--- src/rtl/imem_ctrl_pkg.sv ---
// imem_ctrl_pkg
// Shared definitions for the instruction-memory load controller and the
// fetch stage: session FSM state encoding, default load base address
// (also the core's reset PC) and largest legal session length.
// Ports: none (package).
package imem_ctrl_pkg;

   typedef enum logic [1:0] {
      ST_IDLE    = 2'd0,
      ST_LOAD    = 2'd1,
      ST_FLUSH   = 2'd2,
      ST_RELEASE = 2'd3
   } state_e;

   localparam logic [31:0] IMEM_BASE_ADDR = 32'h0000_0020;
   localparam int unsigned IMEM_MAX_WORDS = 32'd1024;

   // A session length is usable when it is non-zero and fits the memory window.
   function automatic logic len_is_legal(input logic [31:0] len,
                                         input int unsigned max_words);
      return (len != 32'd0) && (len <= max_words);
   endfunction

endpackage

--- src/rtl/imem_addr_gen.sv ---
// imem_addr_gen
// Word counter for a load session plus the write-address adder.
// Ports:
//   clk, rst     : clock, asynchronous active-low reset
//   clr          : zero the counter (session start)
//   inc          : advance the counter by one word (accepted handshake)
//   count        : words accepted so far in this session
//   addr         : BASE_ADDR + count, wrapping modulo 2^ADDR_W
module imem_addr_gen #(
   parameter int                ADDR_W    = 32,
   parameter int                LEN_W     = 16,
   parameter logic [ADDR_W-1:0] BASE_ADDR = {ADDR_W{1'b0}}
) (
   input  logic              clk,
   input  logic              rst,
   input  logic              clr,
   input  logic              inc,
   output logic [LEN_W-1:0]  count,
   output logic [ADDR_W-1:0] addr
);

   logic [LEN_W-1:0] count_q;
   logic [LEN_W-1:0] count_d;

   // Next counter value; clear wins over increment.
   always_comb begin
      count_d = count_q;
      if (clr) begin
         count_d = {LEN_W{1'b0}};
      end else if (inc) begin
         count_d = count_q + LEN_W'(1);
      end else begin
         count_d = count_q;
      end
   end

   // Counter register.
   always_ff @(posedge clk or negedge rst) begin
      if (!rst) begin
         count_q <= {LEN_W{1'b0}};
      end else begin
         count_q <= count_d;
      end
   end

   assign count = count_q;
   // Word addressing: the counter is zero-extended and the sum wraps naturally.
   assign addr  = BASE_ADDR + ADDR_W'(count_q);

endmodule

--- src/rtl/imem_load_ctrl.sv ---
// imem_load_ctrl
// Owns the instruction-memory write port and the fetch-stall / PC-load path.
// A session writes load_len words from the ld_* stream to consecutive
// addresses from BASE_ADDR, then pulses pc_load to BASE_ADDR and releases
// fetch.
// Ports:
//   clk, rst                     : clock, asynchronous active-low reset
//   load_start, load_len         : session request and its word count
//   ld_valid, ld_data, ld_ready  : loader word stream
//   mem_we, mem_waddr, mem_wdata : registered instruction-memory write port
//   fetch_stall                  : freeze PC/fetch until a load has completed
//   pc_load, pc_load_val         : one-cycle PC overwrite to BASE_ADDR
//   busy, done, err              : session status
module imem_load_ctrl
   import imem_ctrl_pkg::*;
#(
   parameter int                ADDR_W    = 32,
   parameter int                DATA_W    = 16,
   parameter logic [ADDR_W-1:0] BASE_ADDR = ADDR_W'(IMEM_BASE_ADDR),
   parameter int unsigned       MAX_WORDS = IMEM_MAX_WORDS,
   parameter int                LEN_W     = 16
) (
   input  logic              clk,
   input  logic              rst,
   input  logic              load_start,
   input  logic [LEN_W-1:0]  load_len,
   input  logic              ld_valid,
   input  logic [DATA_W-1:0] ld_data,
   output logic              ld_ready,
   output logic              mem_we,
   output logic [ADDR_W-1:0] mem_waddr,
   output logic [DATA_W-1:0] mem_wdata,
   output logic              fetch_stall,
   output logic              pc_load,
   output logic [ADDR_W-1:0] pc_load_val,
   output logic              busy,
   output logic              done,
   output logic              err
);

   state_e              state_q,     state_d;
   logic [LEN_W-1:0]    len_q,       len_d;
   logic                loaded_q,    loaded_d;
   logic                done_q,      done_d;
   logic                err_q,       err_d;
   logic                ld_ready_q,  ld_ready_d;
   logic                busy_q,      busy_d;
   logic                stall_q,     stall_d;
   logic                pc_load_q,   pc_load_d;
   logic                mem_we_q,    mem_we_d;
   logic [ADDR_W-1:0]   mem_waddr_q, mem_waddr_d;
   logic [DATA_W-1:0]   mem_wdata_q, mem_wdata_d;

   logic                hs_s;
   logic                last_s;
   logic                cnt_clr_s;
   logic                cnt_inc_s;
   logic [LEN_W-1:0]    cnt_s;
   logic [ADDR_W-1:0]   addr_s;

   imem_addr_gen #(
      .ADDR_W    (ADDR_W),
      .LEN_W     (LEN_W),
      .BASE_ADDR (BASE_ADDR)
   ) u_addr_gen (
      .clk   (clk),
      .rst   (rst),
      .clr   (cnt_clr_s),
      .inc   (cnt_inc_s),
      .count (cnt_s),
      .addr  (addr_s)
   );

   assign hs_s   = ld_valid & ld_ready_q;
   assign last_s = ((cnt_s + LEN_W'(1)) == len_q);

   // Session FSM next state, write-register capture and status flags.
   always_comb begin
      state_d     = state_q;
      len_d       = len_q;
      loaded_d    = loaded_q;
      done_d      = done_q;
      err_d       = err_q;
      mem_we_d    = 1'b0;
      mem_waddr_d = mem_waddr_q;
      mem_wdata_d = mem_wdata_q;
      cnt_clr_s   = 1'b0;
      cnt_inc_s   = 1'b0;
      case (state_q)
         ST_IDLE: begin
            if (load_start) begin
               done_d = 1'b0;
               if (len_is_legal(32'(load_len), MAX_WORDS)) begin
                  state_d   = ST_LOAD;
                  len_d     = load_len;
                  err_d     = 1'b0;
                  cnt_clr_s = 1'b1;
               end else begin
                  // Rejected request: loaded and fetch_stall stay as they are.
                  err_d = 1'b1;
               end
            end else begin
               state_d = ST_IDLE;
            end
         end
         ST_LOAD: begin
            if (hs_s) begin
               mem_we_d    = 1'b1;
               mem_waddr_d = addr_s;
               mem_wdata_d = ld_data;
               cnt_inc_s   = 1'b1;
               if (last_s) begin
                  state_d = ST_FLUSH;
               end else begin
                  state_d = ST_LOAD;
               end
            end else begin
               state_d = ST_LOAD;
            end
         end
         ST_FLUSH: begin
            // The last captured word is on the write port during this cycle.
            state_d = ST_RELEASE;
         end
         ST_RELEASE: begin
            state_d  = ST_IDLE;
            loaded_d = 1'b1;
            done_d   = 1'b1;
         end
         default: begin
            state_d = ST_IDLE;
         end
      endcase
      // Outputs are decoded from the next state so they are registered.
      ld_ready_d = (state_d == ST_LOAD);
      busy_d     = (state_d != ST_IDLE);
      stall_d    = ~loaded_d | busy_d;
      pc_load_d  = (state_d == ST_RELEASE);
   end

   // State, status and write-port registers.
   always_ff @(posedge clk or negedge rst) begin
      if (!rst) begin
         state_q     <= ST_IDLE;
         len_q       <= {LEN_W{1'b0}};
         loaded_q    <= 1'b0;
         done_q      <= 1'b0;
         err_q       <= 1'b0;
         ld_ready_q  <= 1'b0;
         busy_q      <= 1'b0;
         stall_q     <= 1'b1;
         pc_load_q   <= 1'b0;
         mem_we_q    <= 1'b0;
         mem_waddr_q <= {ADDR_W{1'b0}};
         mem_wdata_q <= {DATA_W{1'b0}};
      end else begin
         state_q     <= state_d;
         len_q       <= len_d;
         loaded_q    <= loaded_d;
         done_q      <= done_d;
         err_q       <= err_d;
         ld_ready_q  <= ld_ready_d;
         busy_q      <= busy_d;
         stall_q     <= stall_d;
         pc_load_q   <= pc_load_d;
         mem_we_q    <= mem_we_d;
         mem_waddr_q <= mem_waddr_d;
         mem_wdata_q <= mem_wdata_d;
      end
   end

   assign ld_ready    = ld_ready_q;
   assign mem_we      = mem_we_q;
   assign mem_waddr   = mem_waddr_q;
   assign mem_wdata   = mem_wdata_q;
   assign fetch_stall = stall_q;
   assign pc_load     = pc_load_q;
   assign pc_load_val = BASE_ADDR;
   assign busy        = busy_q;
   assign done        = done_q;
   assign err         = err_q;

endmodule

--- config.mk ---
export PLATFORM = sky130hd
export DESIGN_NAME = imem_load_ctrl
export DESIGN_NICKNAME = d
export VERILOG_FILES = /design/src/rtl/imem_ctrl_pkg.sv /design/src/rtl/imem_addr_gen.sv /design/src/rtl/imem_load_ctrl.sv
export SDC_FILE = /design/constraint.sdc
export NUM_CORES = 1
export LEC_CHECK = 0
export ABC_AREA = 1
export CAP_MARGIN = 20
export CORE_MARGIN = 4
export CORE_UTILIZATION = 45
export DETAILED_ROUTE_END_ITERATION = 16
export PLACE_DENSITY = 0.75
export REMOVE_ABC_BUFFERS = 1
export SYNTH_ARGS = -nofsm -noshare
export SYNTH_HDL_FRONTEND = slang
export SYNTH_HIERARCHICAL = 1
export SYNTH_SLANG_ARGS = --single-unit
--- constraint.sdc ---
create_clock -name clk -period 2.1 [get_ports clk]
set_input_delay 0.42 -clock clk [delete_from_list [all_inputs] [get_ports clk]]
set_output_delay 0.42 -clock clk [all_outputs]
set_load 0.1 [all_outputs]
==> summary.log, run 1 <==
INFO  worst_setup_path setup.worst_path.class=reg2reg
INFO  power_and_ir_drop p_leak=3.842nW
INFO  cts            cts-buffers-inserted=9
INFO  power_and_ir_drop p_total=9.608mW
INFO  run            maxCapViolCount=0
INFO  cts            insertion_delay=0.35ns
INFO  grt            via_count_of_the_first_global_routing_pass=4,315
INFO  finish         area_growth=29.60%
INFO  worst_setup_path worst_ep_required_time=2.37ns
INFO  cts            clockRootBuffer=sky130_fd_sc_hd__clkbuf_16
INFO  logic_synthesis syn-cell-area=5284um2
INFO  logic_synthesis synth_top_family_by_area=simple AND/OR/NAND/NOR gates
INFO  routing        routed_wire_length_per_instance=12.34um
INFO  grt            number_of_antenna_violations_at_the_first_check_in_global_routing=0
INFO  worst_setup_path crit_fanout=6
INFO  placement      dp_slack=-0.5033ns
INFO  routing        first_iter_violations=262
INFO  worst_setup_path r2r.worst_path.cells=12
INFO  finish         drive_above_1_share=0.2044
INFO  placement      post-dp-hpwl=8.988mm
INFO  floorplanning  dieWidth=116.4um
INFO  sta            timing.final.crit_share=0.9946
INFO  run_status     outcome=completed
INFO  floorplanning  floorplan.initialDensity=0.4608
INFO  logic_synthesis yosysWarnings=6
INFO  logic_synthesis post_synth_inst_count=733
INFO  logic_synthesis number_of_distinct_library_cells_after_synthesis=37
INFO  floorplanning  ioPinCount=123
INFO  logic_synthesis register_bit_total_from_synthesis=90
INFO  worst_setup_path worst_r2r_startpoint=state_q[1]$_DFF_PN0_
INFO  placement      gp_congestion=0.9002
INFO  cts            cts_num_sinks=90
INFO  sta            final_period_minus_worst_setup_slack=2.089ns
INFO  placement      io_buffer_count=90
INFO  power_and_ir_drop ir_worst_vdd=1.753mV
INFO  grt            grt-ovfl-total=0
INFO  logic_synthesis synth.yosys.seq_area_share=0.4265
INFO  cts            clockBufferDepth=2
INFO  cts            clkSlewWorstSetupHoldPaths=0.07ns
INFO  grt            track_usage=0.1822
INFO  finish         finish.utilization=0.5972
INFO  worst_setup_path timing.critical_path.from_type=flop
INFO  logic_synthesis synth_xor_area_frac=0.02155
INFO  grt            grt_start_max_net_pins=42
INFO  routing        remaining_drc_errors=0
INFO  floorplanning  placementRows=39
INFO  min_path       hold_class=in2async
INFO  grt            global_route_wire_length_before_repair=19.81mm
INFO  routing        first_pass_iters=4
INFO  floorplanning  core=11,470um2
INFO  logic_synthesis post_synth_and_or_nand_nor_area_fraction=0.3471
INFO  logic_synthesis syn_avg_cell_area=7.208um2
INFO  finish         antenna-diode-count=0
INFO  sta            timing.final.setup_violations=0
INFO  logic_synthesis synth_compound_gate_area_share=0.03907
INFO  routing        num_vias=4,661
INFO  sta            fin_skew=0.01003ns
INFO  routing        post_drt_via_cell_ratio=4.597
INFO  finish         final_nets=905
INFO  floorplanning  die_area=13,540um2
INFO  sta            final.setup.tns=0ns
INFO  sta            timing.final.hold_violations=0
INFO  logic_synthesis synthArstFlopShare=1.000
INFO  worst_setup_path reg2reg_to=u_addr_gen/count[9]$_DFFE_PN0P_
INFO  worst_setup_path crit_arrival=2.36ns
INFO  finish         finish.cell_count_without_fillers=1,014
INFO  sta            report.final.slew_viol_count=0
INFO  routing        drt-total-wl=12.51mm
INFO  cts            cts_max_level=3
INFO  cts            cts_tree=done
INFO  routing        antenna_left=0
INFO  power_and_ir_drop pwr_density_cell=1403nW/um2
INFO  logic_synthesis synth-adder-area-share=0.007104
INFO  sta            final_worst_slack=0.01136ns
INFO  logic_synthesis yosys-mux-area-fraction=0
INFO  logic_synthesis dominant_synthesized_flop_cell=sky130_fd_sc_hd__dfrtp_1
INFO  worst_setup_path critical_path_endpoint_category=flop
INFO  logic_synthesis synth-edff-count=0
INFO  floorplanning  floorplan.die.height=116.4um
INFO  sta            rsz0062_at_grt=true
INFO  sta            peak_clock_frequency_supported_by_timing=0.4788GHz
INFO  worst_setup_path r2r_setup_slack=0.01ns
INFO  placement      placedCellCount=988
==> stage by stage <==
stage / hold slack (ns) / cell area (um2)
2_1_floorplan: 0.1244 / 4975
3_3_place_gp: 0.3895 / 6350
3_5_place_dp: 0.3954 / 6350
4_1_cts: 0.02408 / 6699
5_1_grt: 0.03776 / 6848
6_report: 0.01293 / 6848
==> routing by layer <==
metal	vias up	GRT usage	part of all wire
met5	-	0	0
met4	0	0.05723	0.021
met3	19	0.04093	0.071
met2	149	0.3070	0.47
met1	2085	0.2337	0.44
li1	2408	-	-
==> what timing repair did <==
item,CTS,global route
pin swaps,3,20
buffers inserted,1,9
hold buffers,0,0
resized for setup,6,25
gates cloned,0,0
setup endpoints to repair,16,26
==> how the worst max path moves through the flow <==
| stage | startpoint | end | cells after the start |
|---|---|---|---|
| after floorplan | ld_ready$_DFF_PN0_ | mem_waddr[0]$_DFFE_PN0P_ | 5 |
| after global placement | load_len[1] | u_addr_gen/count[11]$_DFFE_PN0P_ | 13 |
| after detailed placement | load_len[1] | u_addr_gen/count[15]$_DFFE_PN0P_ | 13 |
| after CTS | load_len[3] | u_addr_gen/count[9]$_DFFE_PN0P_ | 11 |
| after global routing | state_q[1]$_DFF_PN0_ | u_addr_gen/count[9]$_DFFE_PN0P_ | 12 |
| final | state_q[1]$_DFF_PN0_ | u_addr_gen/count[9]$_DFFE_PN0P_ | 12 |
==> synth_stat cells (2+ instances only) <==
master,instances,area share
sky130_fd_sc_hd__o21ai_1,13,0.012
sky130_fd_sc_hd__dfrtp_1,89,0.42
sky130_fd_sc_hd__a21oi_1,13,0.012
sky130_fd_sc_hd__xor2_1,9,0.015
sky130_fd_sc_hd__xnor2_1,4,0.0066
sky130_fd_sc_hd__nor2_1,55,0.039
sky130_fd_sc_hd__or2_2,3,0.0036
sky130_fd_sc_hd__conb_1,3,0.0021
sky130_fd_sc_hd__ha_1,3,0.0071
sky130_fd_sc_hd__buf_4,54,0.077
sky130_fd_sc_hd__nand3_2,2,0.0038
sky130_fd_sc_hd__inv_1,90,0.064
sky130_fd_sc_hd__nor4_1,2,0.0024
sky130_fd_sc_hd__o21ai_0,8,0.0076
sky130_fd_sc_hd__nor2_4,7,0.015
sky130_fd_sc_hd__nand4_1,12,0.014
sky130_fd_sc_hd__nor3_1,7,0.0066
sky130_fd_sc_hd__nand2_2,5,0.0059
sky130_fd_sc_hd__inv_2,3,0.0021
sky130_fd_sc_hd__nand3_1,38,0.036
sky130_fd_sc_hd__nand3_4,2,0.0066
sky130_fd_sc_hd__clkbuf_1,9,0.0064
sky130_fd_sc_hd__nand2_1,285,0.20
sky130_fd_sc_hd__buf_2,4,0.0038
==> layout by cell type (no fill, tap or decap), types with 2 or more instances in the layout <==
cell	Yosys	routed
sky130_fd_sc_hd__nand2_1	285	281
sky130_fd_sc_hd__buf_4	54	107
sky130_fd_sc_hd__dfrtp_1	89	88
sky130_fd_sc_hd__inv_1	90	86
sky130_fd_sc_hd__nor2_1	55	52
sky130_fd_sc_hd__conb_1	3	47
sky130_fd_sc_hd__nand3_1	38	36
sky130_fd_sc_hd__clkdlybuf4s50_1	0	29
sky130_fd_sc_hd__nand4_1	12	12
sky130_fd_sc_hd__o21ai_1	13	12
sky130_fd_sc_hd__a21oi_1	13	12
sky130_fd_sc_hd__nor2_4	7	9
sky130_fd_sc_hd__xor2_1	9	9
sky130_fd_sc_hd__clkbuf_16	0	9
sky130_fd_sc_hd__nand2_2	5	8
sky130_fd_sc_hd__o21ai_0	8	8
sky130_fd_sc_hd__inv_2	3	7
sky130_fd_sc_hd__buf_12	0	6
sky130_fd_sc_hd__nor3_1	7	5
sky130_fd_sc_hd__dlymetal6s2s_1	0	5
sky130_fd_sc_hd__xnor2_1	4	4
sky130_fd_sc_hd__nand3_2	2	4
sky130_fd_sc_hd__nor2_2	1	2
sky130_fd_sc_hd__nand3_4	2	2
sky130_fd_sc_hd__or2_2	3	2
sky130_fd_sc_hd__nor3_2	0	2
sky130_fd_sc_hd__a21oi_2	1	2
sky130_fd_sc_hd__inv_8	0	2
sky130_fd_sc_hd__clkinv_4	0	2
sky130_fd_sc_hd__ha_1	3	2
==> sequential cells by signal (all words and copies together), names as in the netlist <==
| signal | flops |
|---|---|
| pc_load | 1 |
| mem_we | 1 |
| ld_ready | 1 |
| state_q | 2 |
| fetch_stall | 1 |
| loaded_q | 1 |
| mem_wdata | 16 |
| u_addr_gen/count | 16 |
| busy | 1 |
| mem_waddr | 32 |
| done | 1 |
| len_q | 16 |
| err | 1 |
==> critical path, stage by stage, from the launching register on <==
cell	delay [ns]
sky130_fd_sc_hd__dfrtp_1	0.39
sky130_fd_sc_hd__inv_2	0.07
sky130_fd_sc_hd__nand2_2	0.08
sky130_fd_sc_hd__nor2_4	0.14
sky130_fd_sc_hd__inv_2	0.06
sky130_fd_sc_hd__nor4_4	0.28
sky130_fd_sc_hd__nand3_2	0.16
sky130_fd_sc_hd__nand2_4	0.12
sky130_fd_sc_hd__nor2_4	0.06
sky130_fd_sc_hd__nor2_4	0.14
sky130_fd_sc_hd__nand3_4	0.10
sky130_fd_sc_hd__or2_1	0.26
sky130_fd_sc_hd__a21oi_2	0.15
==> cells by family (layout without fill, tap and decap cells) <==
group | count (synthesis) | in the layout
AND/OR/NAND/NOR | 423 | 423
buffers and inverters | 163 | 257
flip-flops | 90 | 90
AO/OA/AOI/OAI | 38 | 38
XOR/XNOR | 13 | 13
adder cells (fa/ha/maj) | 3 | 3
other | 3 | 47
==> power breakdown <==
group | total [mW] | switching (mW) | internal, mW
clock network | 1.73 | 0.768 | 0.959
logic | 5.34 | 4.19 | 1.15
registers | 2.54 | 0.332 | 2.21
==> cell type report <==
| type | count | area [um2] |
|---|---|---|
| inverters | 94 | 352.8 |
| well taps | 143 | 178.9 |
| clock inverters | 7 | 95.09 |
| clock buffers | 9 | 225.2 |
| multi-input cells | 524 | 2465 |
| fillers | 1093 | 4619 |
| flip-flops and latches | 90 | 2255 |
| repair buffers | 147 | 1276 |
Note: power is estimated with default switching activity, not from simulation.
==> run 2, diff against run 1 <==
--- a/config.mk
+++ b/config.mk
@@ -7,10 +7,12 @@
 export LEC_CHECK = 0
 export ABC_AREA = 1
 export CAP_MARGIN = 20
+export CELL_PAD_IN_SITES_DETAIL_PLACEMENT = 1
+export CELL_PAD_IN_SITES_GLOBAL_PLACEMENT = 1
 export CORE_MARGIN = 4
-export CORE_UTILIZATION = 45
+export CORE_UTILIZATION = 33
 export DETAILED_ROUTE_END_ITERATION = 16
-export PLACE_DENSITY = 0.75
+export PLACE_DENSITY = 0.77
 export REMOVE_ABC_BUFFERS = 1
 export SYNTH_ARGS = -nofsm -noshare
 export SYNTH_HDL_FRONTEND = slang
==> run 2 against run 1 <==
Compared with the run above:
- power grew 0.60%
- die area up 34%
- largest cell class unchanged
- combinational power grew 1%
- non-clock buffer count is 23 higher
- critical endpoint is now done$_DFFE_PN0P_
- register-to-register slack better by 0.10 ns
- critical path depth rose by 3
==> summary.log, run 2 (synthesized netlist as in run 1, its figures left out) <==
INFO  run_status     outcome=completed
INFO  worst_setup_path cp_most_frequent_cell=sky130_fd_sc_hd__buf_4
INFO  grt            global_route_wire_length_before_repair=23.83mm [+20%]
INFO  sta            peak_clock_frequency_supported_by_timing=0.5039GHz [+5.3%]
INFO  cts            cts_max_level=3 [unchanged]
INFO  worst_setup_path timing.critical_path.slowest_cell_delay=0.39ns [about the same]
INFO  sta            final_period_minus_worst_setup_slack=1.984ns [-0.1043 ns]
INFO  cts            cts_num_sinks=90 [unchanged]
INFO  worst_setup_path worst_ep_required_time=2.35ns [-0.02 ns]
INFO  worst_setup_path slowest_stage=sky130_fd_sc_hd__dfrtp_1
INFO  grt            track_usage=0.1623 [-0.01992]
INFO  placement      dp_slack=-0.6943ns [-0.1910 ns]
INFO  min_path       holdPathEnd=len_q[3]$_DFFE_PN0P_
INFO  min_path       hold_class=in2reg
INFO  routing        drt-total-wl=14.61mm [+17%]
INFO  finish         area_growth=34.88%
INFO  routing        antenna_left=0 [unchanged]
INFO  grt            via_count_of_the_first_global_routing_pass=4,955 [+15%]
INFO  routing        remaining_drc_errors=0 [unchanged]
INFO  power_and_ir_drop pwr_density_cell=1356nW/um2 [-3.3%]
INFO  cts            clockBufferDepth=2 [unchanged]
INFO  worst_setup_path crit_arrival=2.23ns [-0.13 ns]
INFO  finish         antenna-diode-count=0 [unchanged]
INFO  routing        post_drt_via_cell_ratio=4.411 [-4.0%]
INFO  routing        routed_wire_length_per_instance=13.22um [+7.1%]
INFO  worst_setup_path r2r_setup_slack=0.12ns [+0.10 ns]
INFO  cts            insertion_delay=0.35ns [about the same]
INFO  worst_setup_path timing.critical_path.cells=inv_2 > nand2_1 > nor2_2 > inv_2 > buf_4 > buf_4 > buf_4 > buf_4 > buf_4 > buf_4 > buf_4 > buf_4 > buf_4 > o21ai_2 > inv_1
INFO  floorplanning  core=15,430um2 [+35%]
INFO  worst_setup_path cp_num_buf_inv=12 [+10]
INFO  floorplanning  die_area=18,100um2 [+34%]
INFO  cts            cts-buffers-inserted=9 [unchanged]
INFO  placement      post-dp-hpwl=11.06mm [+23%]
INFO  power_and_ir_drop ir_worst_vdd=0.9110mV [-48%]
INFO  min_path       worstHoldStart=load_len[3]
INFO  cts            cts_tree=done
INFO  finish         finish.utilization=0.4620 [-0.1352]
INFO  finish         num-fill-cells=1,959 [+79%]
INFO  sta            report.final.slew_viol_count=0 [unchanged]
INFO  finish         final_nets=928 [+2.5%]
INFO  finish         finish.cell_count_without_fillers=1,105 [+9.0%]
INFO  grt            grt_start_max_net_pins=35 [-17%]
INFO  routing        num_vias=4,874 [+4.6%]
INFO  finish         mostFrequentLayoutCells=280 x sky130_fd_sc_hd__nand2_1, 128 x sky130_fd_sc_hd__buf_4, 84 x sky130_fd_sc_hd__inv_1, 84 x sky130_fd_sc_hd__dfrtp_1, 50 x sky130_fd_sc_hd__nor2_1
INFO  worst_setup_path critical-path-top-delay-family=buffers and inverters
INFO  finish         drive_above_1_share=0.2405 [+0.03613]
INFO  sta            final.setup.tns=0ns [unchanged]
INFO  routing        first_iter_violations=147 [-44%]
INFO  finish         final_design_area_no_fill=7127um2 [+4.1%]
INFO  placement      placedCellCount=1,069 [+8.2%]
INFO  placement      dpl_cell_area=6507um2 [+2.5%]
INFO  finish         most_frequent_standard_cell_in_the_layout_excluding_fill_and_tap_cells=sky130_fd_sc_hd__nand2_1
INFO  sta            timing.final.setup_violations=0 [unchanged]
INFO  worst_setup_path critical_path_endpoint_category=flop
INFO  routing        first_pass_iters=4 [unchanged]
INFO  finish         largest_register_ff_count=32 [unchanged]
INFO  sta            final_worst_slack=0.1156ns [+0.1043 ns]
INFO  worst_setup_path reg2reg_to=done$_DFFE_PN0P_
INFO  floorplanning  placementRows=45 [+15%]
INFO  run            maxCapViolCount=0 [unchanged]
INFO  sta            timing.final.crit_share=0.9449 [-0.04965]
INFO  worst_setup_path r2r.worst_path.cells=15 [+3]
INFO  sta            timing.final.hold_violations=0 [unchanged]
INFO  sta            fin_skew=0.005644ns [-0.004385 ns]
INFO  floorplanning  floorplan.initialDensity=0.3425 [-0.1183]
INFO  placement      gp_congestion=0.8625 [-4.2%]
INFO  worst_setup_path worst_r2r_startpoint=state_q[1]$_DFF_PN0_
INFO  cts            clockRootBuffer=sky130_fd_sc_hd__clkbuf_16
INFO  floorplanning  dieWidth=134.5um [+16%]
INFO  worst_setup_path timing.critical_path.from_type=flop
INFO  grt            number_of_antenna_violations_at_the_first_check_in_global_routing=0 [unchanged]
INFO  floorplanning  ioPinCount=123 [unchanged]
INFO  floorplanning  floorplan.die.height=134.5um [+16%]
INFO  power_and_ir_drop p_leak=3.955nW [+2.9%]
INFO  cts            clkSlewWorstSetupHoldPaths=0.07ns [about the same]
INFO  worst_setup_path crit_fanout=2 [-4]
INFO  min_path       whs_path_depth=3
INFO  placement      io_buffer_count=90 [unchanged]
INFO  worst_setup_path setup.worst_path.class=reg2reg
INFO  grt            grt-ovfl-total=0 [unchanged]
-- run 2: worst max path at each step --
stage	slack, ns	cells past startpoint	to	from
after CTS	0.0008	13	u_addr_gen/count[9]$_DFFE_PN0P_	state_q[1]$_DFF_PN0_
after global placement	-0.61	11	u_addr_gen/count[7]$_DFFE_PN0P_	load_len[1]
after global routing	-0.02	13	state_q[0]$_DFF_PN0_	u_addr_gen/count[0]$_DFFE_PN0P_
after floorplan	-2.22	5	mem_waddr[0]$_DFFE_PN0P_	ld_ready$_DFF_PN0_
final	0.12	15	done$_DFFE_PN0P_	state_q[1]$_DFF_PN0_
after detailed placement	-0.69	14	u_addr_gen/count[11]$_DFFE_PN0P_	load_len[1]
-- run 2: final cells by class --
class / instances / area (um2) / share of cell area
multi-input cells: 524 / 2514 / 0.3527
repair buffers: 170 / 1426 / 0.2001
clock buffers: 10 / 239.0 / 0.03353
clock inverters: 6 / 65.06 / 0.009129
inverters: 94 / 359.1 / 0.05039
flip-flops and latches: 90 / 2260 / 0.3171
well taps: 211 / 264.0 / 0.03704
-- run 2: timing repair --
item | in CTS | in global routing
gates resized for setup | 20 | 41
pin swaps | 10 | 21
hold endpoints to repair | 20 | 0
hold buffers | 1 | 0
setup buffers | 14 | 5
endpoints found under the setup margin | 16 | 22
-- run 2: per-stage QoR --
| stage | power [mW] | hold WS (ns) |
|---|---|---|
| 2_1_floorplan | 6.543 | 0.1244 |
| 3_3_place_gp | 7.810 | 0.3687 |
| 3_5_place_dp | 7.907 | 0.3724 |
| 4_1_cts | 9.660 | 0.4614 |
| 5_1_grt | 10.16 | 0.3491 |
| 6_report | 9.666 | 0.3455 |
-- run 2: power breakdown --
group | leakage (nW) | internal [mW] | switching, mW
sequential | 1.11 | 2.21 | 0.358
clock | 0.149 | 0.958 | 0.728
combinational | 2.69 | 1.18 | 4.22
-- run 2: per-layer routing --
metal / vias up / part of all wire / track usage
met2: 107 / 0.50 / 0.2818
met1: 2305 / 0.44 / 0.2064
met4: 0 / 0.018 / 0.05769
met5: - / 0 / 0
li1: 2446 / - / -
met3: 16 / 0.040 / 0.02385
-- run 2: worst min-delay path, delay by kind of cell --
kind                   cells  cell delay [ns]
AO/OA/AOI/OAI              1             0.09
buffers and inverters      2             0.16
==> run 3, diff against run 2 <==
--- a/config.mk
+++ b/config.mk
@@ -9,10 +9,9 @@
 export CAP_MARGIN = 20
 export CELL_PAD_IN_SITES_DETAIL_PLACEMENT = 1
 export CELL_PAD_IN_SITES_GLOBAL_PLACEMENT = 1
-export CORE_MARGIN = 4
 export CORE_UTILIZATION = 33
 export DETAILED_ROUTE_END_ITERATION = 16
-export PLACE_DENSITY = 0.77
+export PLACE_DENSITY = 0.75
 export REMOVE_ABC_BUFFERS = 1
 export SYNTH_ARGS = -nofsm -noshare
 export SYNTH_HDL_FRONTEND = slang
==> run 3 against run 2 <==
Compared with the run above:
- non-clock buffer count decreased by 13
- combinational power increased by 0.9%
- register-to-register slack about the same
- first-iteration DRC count decreased by 14%
- die area decreased by 8.7%
- global-route usage increased by 1.4 points
==> summary.log, run 3 (synthesized netlist as in run 1, its figures left out) <==
INFO  routing        wl_met3=608um [+3.4%]
INFO  worst_setup_path timing.critical_path.from_type=flop
INFO  finish         mostFrequentLayoutCells=274 x sky130_fd_sc_hd__nand2_1, 113 x sky130_fd_sc_hd__buf_4, 84 x sky130_fd_sc_hd__inv_1
INFO  sta            timing.final.hold_violations=0 [unchanged]
INFO  routing        post_drt_via_cell_ratio=4.406 [-0.12%]
INFO  cts            clkSlewWorstSetupHoldPaths=0.07ns [about the same]
INFO  power_and_ir_drop ir_worst_vdd=0.7636mV [-16%]
INFO  finish         most_frequent_standard_cell_in_the_layout_excluding_fill_and_tap_cells=sky130_fd_sc_hd__nand2_1
INFO  finish         area_growth=33.39%
INFO  routing        routed_wire_length_per_instance=12.84um [-2.8%]
INFO  floorplanning  core=15,430um2 [unchanged]
INFO  power_and_ir_drop net-switching-power=5.331mW [+0.37%]
INFO  cts            cts_max_level=3 [unchanged]
INFO  floorplanning  dieWidth=128.5um [-4.5%]
INFO  power_and_ir_drop pwr-share-comb=0.570 [+0.010]
INFO  power_and_ir_drop p_leak=3.907nW [-1.2%]
INFO  floorplanning  floorplan.initialDensity=0.3425 [unchanged]
INFO  routing        first_iter_violations=126 [-14%]
INFO  finish         antenna-diode-count=0 [unchanged]
INFO  power_and_ir_drop swShare=0.5567 [+0.007312]
INFO  power_and_ir_drop power_frac_clock=0.162 [-0.012]
INFO  worst_setup_path worst_ep_required_time=2.34ns [about the same]
INFO  sta            fin_hold_ws=0.4527ns [+0.1072 ns]
INFO  grt            number_of_antenna_violations_at_the_first_check_in_global_routing=0 [unchanged]
INFO  sta            report.final.slew_viol_count=0 [unchanged]
INFO  grt            grt_start_max_net_pins=49 [+40%]
INFO  finish         largest_register_ff_count=32 [unchanged]
INFO  grt            grt-ovfl-total=0 [unchanged]
INFO  routing        drt-met1-wl=6.309mm [-2.8%]
INFO  cts            cts-buffers-inserted=9 [unchanged]
INFO  sta            timing.final.setup_violations=0 [unchanged]
INFO  cts            cts_tree=done
INFO  worst_setup_path crit_fanout=4 [+2]
INFO  finish         finish.cell_count_without_fillers=1,092 [-1.2%]
INFO  finish         seqCellArea=2261um2 [about the same]
INFO  cts            cts_num_sinks=90 [unchanged]
INFO  placement      post-dp-hpwl=10.50mm [-5.0%]
INFO  finish         drive_above_1_share=0.2327 [-0.007802]
INFO  finish         num-fill-cells=1,976 [+0.87%]
INFO  worst_setup_path crit_arrival=2.22ns [about the same]
INFO  routing        num_vias=4,811 [-1.3%]
INFO  finish         multi_input_comb_area=2532um2 [+0.75%]
INFO  run            maxCapViolCount=0 [unchanged]
INFO  power_and_ir_drop cell_internal_pwr=4.244mW [-2.6%]
INFO  worst_setup_path critical_path_endpoint_category=flop
INFO  routing        top_signal_layer_used=met4
INFO  routing        remaining_drc_errors=0 [unchanged]
INFO  floorplanning  floorplan.die.height=128.5um [-4.5%]
INFO  cts            clockRootBuffer=sky130_fd_sc_hd__clkbuf_16
INFO  routing        drt-total-wl=14.02mm [-4.0%]
INFO  grt            via_count_of_the_first_global_routing_pass=4,813 [-2.9%]
INFO  sta            final_period_minus_worst_setup_slack=1.979ns [-0.005550 ns]
INFO  power_and_ir_drop p_total=9.575mW [-0.94%]
INFO  min_path       hold_class=reg2reg
INFO  worst_setup_path r2r_setup_slack=0.12ns [about the same]
INFO  sta            timing.final.crit_share=0.9423 [-0.002643]
INFO  placement      io_buffer_count=90 [unchanged]
INFO  placement      gp_congestion=0.8122 [-5.8%]
INFO  worst_setup_path setup.worst_path.class=reg2reg
INFO  routing        routed_length_on_met2=6.763mm [-6.8%]
INFO  sta            fin_skew=0.004079ns [-0.001565 ns]
INFO  cts            clockBufferDepth=2 [unchanged]
INFO  run_status     outcome=completed
INFO  floorplanning  ioPinCount=123 [unchanged]
INFO  routing        antenna_left=0 [unchanged]
INFO  placement      placedCellCount=1,066 [-0.28%]
INFO  grt            track_usage=0.1766 [+0.01431]
INFO  floorplanning  die_area=16,520um2 [-8.7%]
INFO  floorplanning  placementRows=45 [unchanged]
INFO  routing        first_pass_iters=4 [unchanged]
INFO  power_and_ir_drop pwr_density_cell=1359nW/um2 [+0.16%]
INFO  sta            peak_clock_frequency_supported_by_timing=0.5054GHz [+0.28%]
INFO  grt            global_route_wire_length_before_repair=22.78mm [-4.4%]
INFO  cts            insertion_delay=0.35ns [about the same]
INFO  finish         final_nets=915 [-1.4%]
INFO  power_and_ir_drop power_frac_seq=0.268 [+0.002]
[run 3: timing repair]
item	CTS	global route
pin swaps	13	23
hold buffers	1	0
setup buffers	5	4
setup endpoints to repair	20	16
hold endpoints to repair	20	0
resized for setup	24	37
[run 3: cell type report]
type	instances	area share
multi-input combinational	524	0.3593
clock inverter	6	0.006923
timing repair buffer	157	0.1921
sequential	90	0.3208
inverter	94	0.05095
tap	211	0.03746
clock buffer	10	0.03249
[run 3: layer usage]
metal  up-vias  GRT usage
met5         -          0
met4         0    0.06644
met3        19    0.04075
met2       104     0.3024
met1      2268     0.2161
li1       2420          -
[run 3: stage by stage]
| stage | util | instance area, um2 | TNS, ns | setup WS (ns) |
|---|---|---|---|---|
| 6_report | 0.4569 | 7048 | 0 | 0.1212 |
| 5_1_grt | 0.4569 | 7048 | -0.02699 | -0.009954 |
| 4_1_cts | 0.4470 | 6895 | 0 | 0.01788 |
| 3_5_place_dp | 0.4212 | 6497 | -14.85 | -0.6615 |
| 3_3_place_gp | 0.4212 | 6497 | -14.19 | -0.6294 |
| 2_1_floorplan | - | 4975 | -132.62 | -2.218 |
[run 3: worst paths after layout]
kind                                                  from                        end  depth (start not counted)
max reg2reg                u_addr_gen/count[1]$_DFFE_PN0P_       state_q[0]$_DFF_PN0_                         12
max                        u_addr_gen/count[1]$_DFFE_PN0P_       state_q[0]$_DFF_PN0_                         12
min in group asynchronous                              rst   mem_waddr[2]$_DFFE_PN0P_                          2
min reg2reg                             loaded_q$_DFF_PN0_         loaded_q$_DFF_PN0_                          1
max in group asynchronous                              rst  mem_waddr[31]$_DFFE_PN0P_                          3
min                                     loaded_q$_DFF_PN0_         loaded_q$_DFF_PN0_                          1
[run 3: worst max-delay path, stage by stage, from the launching register on]
cell                      delay, ns
sky130_fd_sc_hd__dfrtp_2       0.44
sky130_fd_sc_hd__ha_4          0.19
sky130_fd_sc_hd__nand3_1       0.12
sky130_fd_sc_hd__buf_4         0.14
sky130_fd_sc_hd__nand3_1       0.06
sky130_fd_sc_hd__nand2_1       0.10
sky130_fd_sc_hd__nand3_2       0.08
sky130_fd_sc_hd__nor2_2        0.11
sky130_fd_sc_hd__nand2_1       0.08
sky130_fd_sc_hd__nor2_1        0.13
sky130_fd_sc_hd__nand3_1       0.13
sky130_fd_sc_hd__a21oi_2       0.22
sky130_fd_sc_hd__nand2_1       0.07
[run 3: power groups by stage]
stage                     registers (mW)  logic, mW  clock network [mW]
after floorplan                     5.36       1.18                   0
after global placement              2.55       5.27                   0
after detailed placement            2.58       5.34                   0
after CTS                           2.55       5.39                1.60
after global routing                2.63       5.76                1.67
final                               2.57       5.46                1.55
